===== config.mk =====
export PLATFORM = sky130hd
export DESIGN_NAME = calc_controller
export DESIGN_NICKNAME = d
export VERILOG_FILES = /design/src/rtl/calc_pkg.sv /design/src/rtl/calc_alu.sv /design/src/rtl/calc_controller.sv
export SDC_FILE = /design/constraint.sdc
export NUM_CORES = 1
export LEC_CHECK = 0
export BUFFER_PORTS_ARGS = -buffer_cell sky130_fd_sc_hd__buf_2
export CORE_ASPECT_RATIO = 0.7
export CORE_MARGIN = 2
export CORE_UTILIZATION = 35
export CTS_CLUSTER_DIAMETER = 60
export DETAILED_ROUTE_END_ITERATION = 16
export SLEW_MARGIN = 20
export SYNTH_ARGS = -nofsm -noshare
export SYNTH_HDL_FRONTEND = slang
export SYNTH_SLANG_ARGS = --single-unit

===== constraint.sdc =====
create_clock -name i_clk -period 15.5 [get_ports i_clk]
set_clock_uncertainty 0.05 [all_clocks]
set_input_delay 3.1 -clock i_clk [delete_from_list [all_inputs] [get_ports i_clk]]
set_output_delay 3.1 -clock i_clk [all_outputs]
set_load 0.005 [all_outputs]

===== src/rtl/calc_pkg.sv =====
// Shared types and constants for the calculator operation sequencer.
package calc_pkg;

    localparam int unsigned DATA_W   = 8;
    localparam int unsigned RESULT_W = 16;
    localparam int unsigned OP_W     = 3;
    localparam int unsigned PHASE_W  = 3;
    localparam int unsigned TMO_W    = 32;

    typedef enum logic [PHASE_W-1:0] {
        ST_IDLE   = 3'd0,
        ST_GET_A  = 3'd1,
        ST_GET_B  = 3'd2,
        ST_GET_OP = 3'd3,
        ST_EXEC   = 3'd4,
        ST_SHOW   = 3'd5
    } state_e;

    localparam logic [OP_W-1:0] OP_ADD = 3'd0;
    localparam logic [OP_W-1:0] OP_SUB = 3'd1;
    localparam logic [OP_W-1:0] OP_MUL = 3'd2;
    localparam logic [OP_W-1:0] OP_AND = 3'd3;
    localparam logic [OP_W-1:0] OP_OR  = 3'd4;
    localparam logic [OP_W-1:0] OP_XOR = 3'd5;
    localparam logic [OP_W-1:0] OP_SHL = 3'd6;
    localparam logic [OP_W-1:0] OP_DIV = 3'd7;

endpackage


===== src/rtl/calc_alu.sv =====
// Combinational ALU: one 8-bit x 8-bit operation producing a 16-bit result.
module calc_alu
    import calc_pkg::*;
(
    input  logic [DATA_W-1:0]   i_a,
    input  logic [DATA_W-1:0]   i_b,
    input  logic [OP_W-1:0]     i_op,
    output logic [RESULT_W-1:0] o_result,
    output logic                o_div_zero
);

    always_comb begin
        o_result   = '0;
        o_div_zero = 1'b0;
        case (i_op)
            OP_ADD: o_result = RESULT_W'(i_a) + RESULT_W'(i_b);
            OP_SUB: o_result = RESULT_W'(i_a) - RESULT_W'(i_b);
            OP_MUL: o_result = RESULT_W'(i_a) * RESULT_W'(i_b);
            OP_AND: o_result = RESULT_W'(i_a & i_b);
            OP_OR:  o_result = RESULT_W'(i_a | i_b);
            OP_XOR: o_result = RESULT_W'(i_a ^ i_b);
            OP_SHL: o_result = RESULT_W'(i_a) << i_b[3:0];
            OP_DIV: begin
                // Divide-by-zero saturates to all ones and flags the error.
                if (i_b == '0) begin
                    o_result   = '1;
                    o_div_zero = 1'b1;
                end else begin
                    o_result = {i_a % i_b, i_a / i_b};
                end
            end
            default: o_result = '0;
        endcase
    end

endmodule


===== src/rtl/calc_controller.sv =====
// Operation sequencer: collects A, B and opcode from the serial entry unit,
// executes one ALU operation and holds the result for the display stage.
module calc_controller
    import calc_pkg::*;
#(
    parameter int unsigned TIMEOUT = 0
) (
    input  logic                i_clk,
    input  logic                i_rst_n,
    input  logic                i_start,
    input  logic                i_clear,
    input  logic [DATA_W-1:0]   i_value,
    input  logic                i_value_ready,
    output logic                o_input_enable,
    output logic [PHASE_W-1:0]  o_phase,
    output logic [RESULT_W-1:0] o_result,
    output logic                o_result_valid,
    output logic                o_error
);

    state_e              r_state;
    logic [DATA_W-1:0]   r_a;
    logic [DATA_W-1:0]   r_b;
    logic [OP_W-1:0]     r_op;
    logic [RESULT_W-1:0] r_result;
    logic                r_result_valid;
    logic                r_error;
    logic [TMO_W-1:0]    r_tmo_cnt;

    logic [RESULT_W-1:0] w_alu_result;
    logic                w_div_zero;
    logic                w_collecting;
    logic                w_timeout;

    calc_alu u_alu (
        .i_a        (r_a),
        .i_b        (r_b),
        .i_op       (r_op),
        .o_result   (w_alu_result),
        .o_div_zero (w_div_zero)
    );

    assign w_collecting = (r_state == ST_GET_A) || (r_state == ST_GET_B) ||
                          (r_state == ST_GET_OP);
    assign w_timeout    = (TIMEOUT != 0) && w_collecting && !i_value_ready &&
                          (r_tmo_cnt == TMO_W'(TIMEOUT - 1));

    // Pure state decodes; no input reaches these outputs combinationally.
    assign o_phase        = r_state;
    assign o_input_enable = w_collecting;
    assign o_result       = r_result;
    assign o_result_valid = r_result_valid;
    assign o_error        = r_error;

    always_ff @(posedge i_clk or negedge i_rst_n) begin
        if (!i_rst_n) begin
            r_state        <= ST_IDLE;
            r_a            <= '0;
            r_b            <= '0;
            r_op           <= '0;
            r_result       <= '0;
            r_result_valid <= 1'b0;
            r_error        <= 1'b0;
            r_tmo_cnt      <= '0;
        end else begin
            r_result_valid <= 1'b0;
            // Counter restarts on every strobe and whenever a GET state is entered.
            r_tmo_cnt      <= (w_collecting && !i_value_ready) ? r_tmo_cnt + TMO_W'(1) : '0;
            if (i_clear) begin
                r_state <= ST_IDLE;
                r_error <= 1'b0;
            end else if (w_timeout) begin
                r_state <= ST_IDLE;
                r_error <= 1'b1;
            end else begin
                case (r_state)
                    ST_IDLE: begin
                        if (i_start) begin
                            r_state  <= ST_GET_A;
                            r_error  <= 1'b0;
                            r_result <= '0;
                        end
                    end
                    ST_GET_A: begin
                        if (i_value_ready) begin
                            r_a     <= i_value;
                            r_state <= ST_GET_B;
                        end
                    end
                    ST_GET_B: begin
                        if (i_value_ready) begin
                            r_b     <= i_value;
                            r_state <= ST_GET_OP;
                        end
                    end
                    ST_GET_OP: begin
                        if (i_value_ready) begin
                            r_op <= i_value[OP_W-1:0];
                            if (|i_value[DATA_W-1:OP_W]) begin
                                r_error        <= 1'b1;
                                r_result       <= '0;
                                r_result_valid <= 1'b1;
                                r_state        <= ST_SHOW;
                            end else begin
                                r_state <= ST_EXEC;
                            end
                        end
                    end
                    ST_EXEC: begin
                        r_result       <= w_alu_result;
                        r_error        <= r_error | w_div_zero;
                        r_result_valid <= 1'b1;
                        r_state        <= ST_SHOW;
                    end
                    ST_SHOW: begin
                        if (i_start) begin
                            r_state <= ST_GET_A;
                            r_error <= 1'b0;
                        end else begin
                            r_result_valid <= 1'b1;
                        end
                    end
                    default: r_state <= ST_IDLE;
                endcase
            end
        end
    end

endmodule


==> summary.txt <==
GRT
  – Initial antenna violation count: 0
  – Pin count of the biggest net entering global routing: 41
  – First-pass GRT wire length: 40.8 mm
  – GRT overflow: 0
  – Global router's overall resource usage: 23.9%
  – Vias in the first global route: 6827

Die
  – Placeable core area: 20700 um2
  – Die span in y: 125 um
  – Io pins: 35
  – Row count: 44
  – Effective utilization at floorplan: 35.6%
  – Area of the die: 22300 um2
  – Chip width: 177 um

Yosys
  – Count of flip-flops with a built-in enable after synthesis: 0
  – Area contributors post-synth: ha_1 17%, dfrtp_1 14%, fa_1 11%
  – Number of different library cells in the post-synthesis netlist: 86
  – Predominant post-synthesis flop cell: dfrtp_1
  – Cell accounting for the most synthesized area: ha_1
  – Post-synthesis cell count: 918
  – Sequential element share of the synthesized area: 13.6%
  – Yosys warnings: 0
  – Flop and latch count out of synthesis: 40
  – Average size of a mapped cell: 8.03 um2
  – Total standard cell area after synthesis: 7370 um2
  – Proportion of synthesized flip-flops having asynchronous set or reset: 100%
  – Post-Synthesis Net Count: 1070
  – Proportion of netlist area held by the largest area contributor: 17.0%

STA
  – Headroom to the max-slew limit: 21.0%
  – Highest attainable clock frequency: 74.3 MHz
  – Number of max-slew violations in the final report: 0
  – Setup repair after global routing missed its margin: false
  – Min cycle time layout: 13460 ps
  – Final critical-path share of the clock period: 86.8%
  – Number of hold-slack violations in the final timing report: 0
  – Final-report setup violation count: 0
  – Final TNS setup: 0 ps
  – Actual slew at the worst max-slew pin: 1160 ps

Worst setup path
  – Startpoint Class: register
  – Required time at the endpoint of the critical path: 15620 ps
  – Critical-path top delay cell: nor4_1
  – Critical path endpoint category: register
  – Arrival time of data at the critical path endpoint: 13580 ps
  – Worst setup slack for register-to-register paths: 2040 ps
  – Beginning of the critical path: r_b[6]
  – Classification of the worst setup path: reg -> reg
  – Reg2reg start: r_b[6]
  – Critical-path maximum fanout: 13
  – Delay of the slowest cell on the worst path: 810 ps
  – Worst-case reg-to-reg path depth: 45
  – Terminus of the critical flop-to-flop path: o_result[14]
  – Crit path top cell by count: ha_1

Layout
  – Most frequent cells in the layout: 100 x ha_1, 88 x inv_1, 88 x nand2_1
  – Most common cell after layout, fill and taps aside: ha_1
  – Final core area utilization: 38.5%
  – Net total in the final layout: 1077
  – Total inserted antenna cells: 0
  – Growth of design area from synthesis to finish: 8.14%
  – Fraction of final layout cells with drive strength greater than 1: 10.6%

Route
  – Number of DRC violations after detailed routing: 0
  – Total detailed-routing wirelength: 26.2 mm
  – Count of vias placed by the detailed router: 7156
  – Final antenna-violating net count: 0
  – Drt first pass iters: 5
  – Average wire per cell in the routed design: 21.8 um
  – Number of violations reported at the end of detailed-routing iteration 0: 864
  – Routed vias/inst: 5.95

CTS
  – Post-CTS Setup Bufs: 0
  – Clock tree from TritonCTS: done
  – Clock Tree Root: clkbuf_16
  – Number of clock sinks seen by CTS: 40
  – Num CTS Buffers: 5
  – Clock Pin Slew Worst Setup and Hold Paths: 70 ps
  – Hold buffer count at cts: 0
  – Number of cells upsized or downsized after cts: 0
  – Clock buffer depth: 2
  – Clock latency on the worst-skew pair: 300 ps
  – Number of H-tree levels: 2

Worst hold path
  – Hold path startpoint: o_result[4]
  – Worst hold stages: 2
  – Worst hold-check path type: reg -> reg
  – Endpoint of the worst hold-timing path: o_result[4]

Place
  – Number of buffers inserted by port buffering: 34
  – HPWL after detailed placement: 20.5 mm
  – Final GP Congestion: 0.988

Run status
  – Run status: completed

Run
  – Max Cap Violations: 0
[kinds of logic (layout without fill, tap and decap cells)]
logic type / after synthesis / in the layout / share of synthesized area, %
simple gates: 284 / 284 / 18.3
buf+inv: 132 / 140 / 6.77
xor+xnor: 29 / 29 / 3.44
compound gates: 265 / 265 / 25.7
flops: 40 / 40 / 13.6
fa+ha+maj: 140 / 140 / 27.7
mux: 28 / 28 / 4.55
[cell type report]
type                            count  area, um2
Fill cell                        2159      12700
Inverter                           89        334
Multi-Input combinational cell    746       5880
Sequential cell                    40       1000
Timing Repair Buffer               43        240
Clock inverter                      3       47.5
Clock buffer                        5        125
Tap cell                          276        345
[synthesized netlist by cell type, types with 5 or more instances]
| cell | instances |
|---|---|
| a2111oi_0 | 8 |
| a211o_1 | 6 |
| a211oi_1 | 15 |
| a21o_1 | 16 |
| a21oi_1 | 51 |
| a22oi_1 | 6 |
| a31oi_1 | 6 |
| and2_1 | 7 |
| and3_1 | 7 |
| clkbuf_1 | 37 |
| dfrtp_1 | 40 |
| fa_1 | 39 |
| ha_1 | 100 |
| inv_1 | 88 |
| mux2_2 | 14 |
| mux2i_1 | 11 |
| nand2_1 | 88 |
| nand2b_1 | 7 |
| nand3_1 | 13 |
| nor2_1 | 78 |
| nor2b_1 | 8 |
| nor3_1 | 31 |
| nor4_1 | 7 |
| o211ai_1 | 9 |
| o21a_1 | 15 |
| o21ai_0 | 46 |
| o21ai_1 | 7 |
| o21bai_1 | 6 |
| o221ai_1 | 5 |
| o22ai_1 | 7 |
| o31ai_1 | 5 |
| or2_2 | 7 |
| or3_1 | 10 |
| xnor2_1 | 19 |
| xor2_1 | 10 |
[worst max-delay path by stage]
stage | end | slack [ps]
final | o_result[14] | 2040
after global routing | o_result[14] | 1090
after CTS | o_result[14] | 2240
after detailed placement | o_result[14] | 2270
after global placement | o_result[14] | 2710
after floorplan | o_result[14] | 3950
[metrics by stage]
stage / hold WS (ps) / setup slack (ps) / instance area [um2] / std cells
finish: 427 / 2040 / 7980 / 1202
global route: 472 / 1090 / 7980 / 1202
CTS: 436 / 2240 / 7970 / 1202
detailed placement: 420 / 2270 / 7800 / 1194
global placement: 414 / 2710 / 7800 / 1194
floorplan: 413 / 3950 / 7370 / 918
[worst max-delay path, delay by kind of cell, from the launching register on]
| kind | cells | cell delay (ps) |
|---|---|---|
| AO/OA/AOI/OAI | 22 | 5840 |
| AND/OR/NAND/NOR | 14 | 4330 |
| adder cells (fa/ha/maj) | 7 | 2200 |
| flip-flops | 1 | 560 |
| multiplexers | 1 | 250 |
| buffers and inverters | 1 | 90 |
[routing by layer]
metal / part of all wire, % / track usage, % / vias up
li1: - / - / 3333
met1: 48 / 37.6 / 3401
met2: 38 / 31.1 / 396
met3: 13 / 7.76 / 24
met4: 1.1 / 3.52 / 2
met5: 0.24 / 2.19 / -
[state kept, by name (all words and copies together), names as in the netlist]
signal          flops
r_b                 8
o_error             1
r_a                 8
o_result_valid      1
r_op                3
o_phase             3
o_result           16
Power is not shown: default switching activity piles up to over one toggle a cycle in this logic, so the estimate is an artifact.
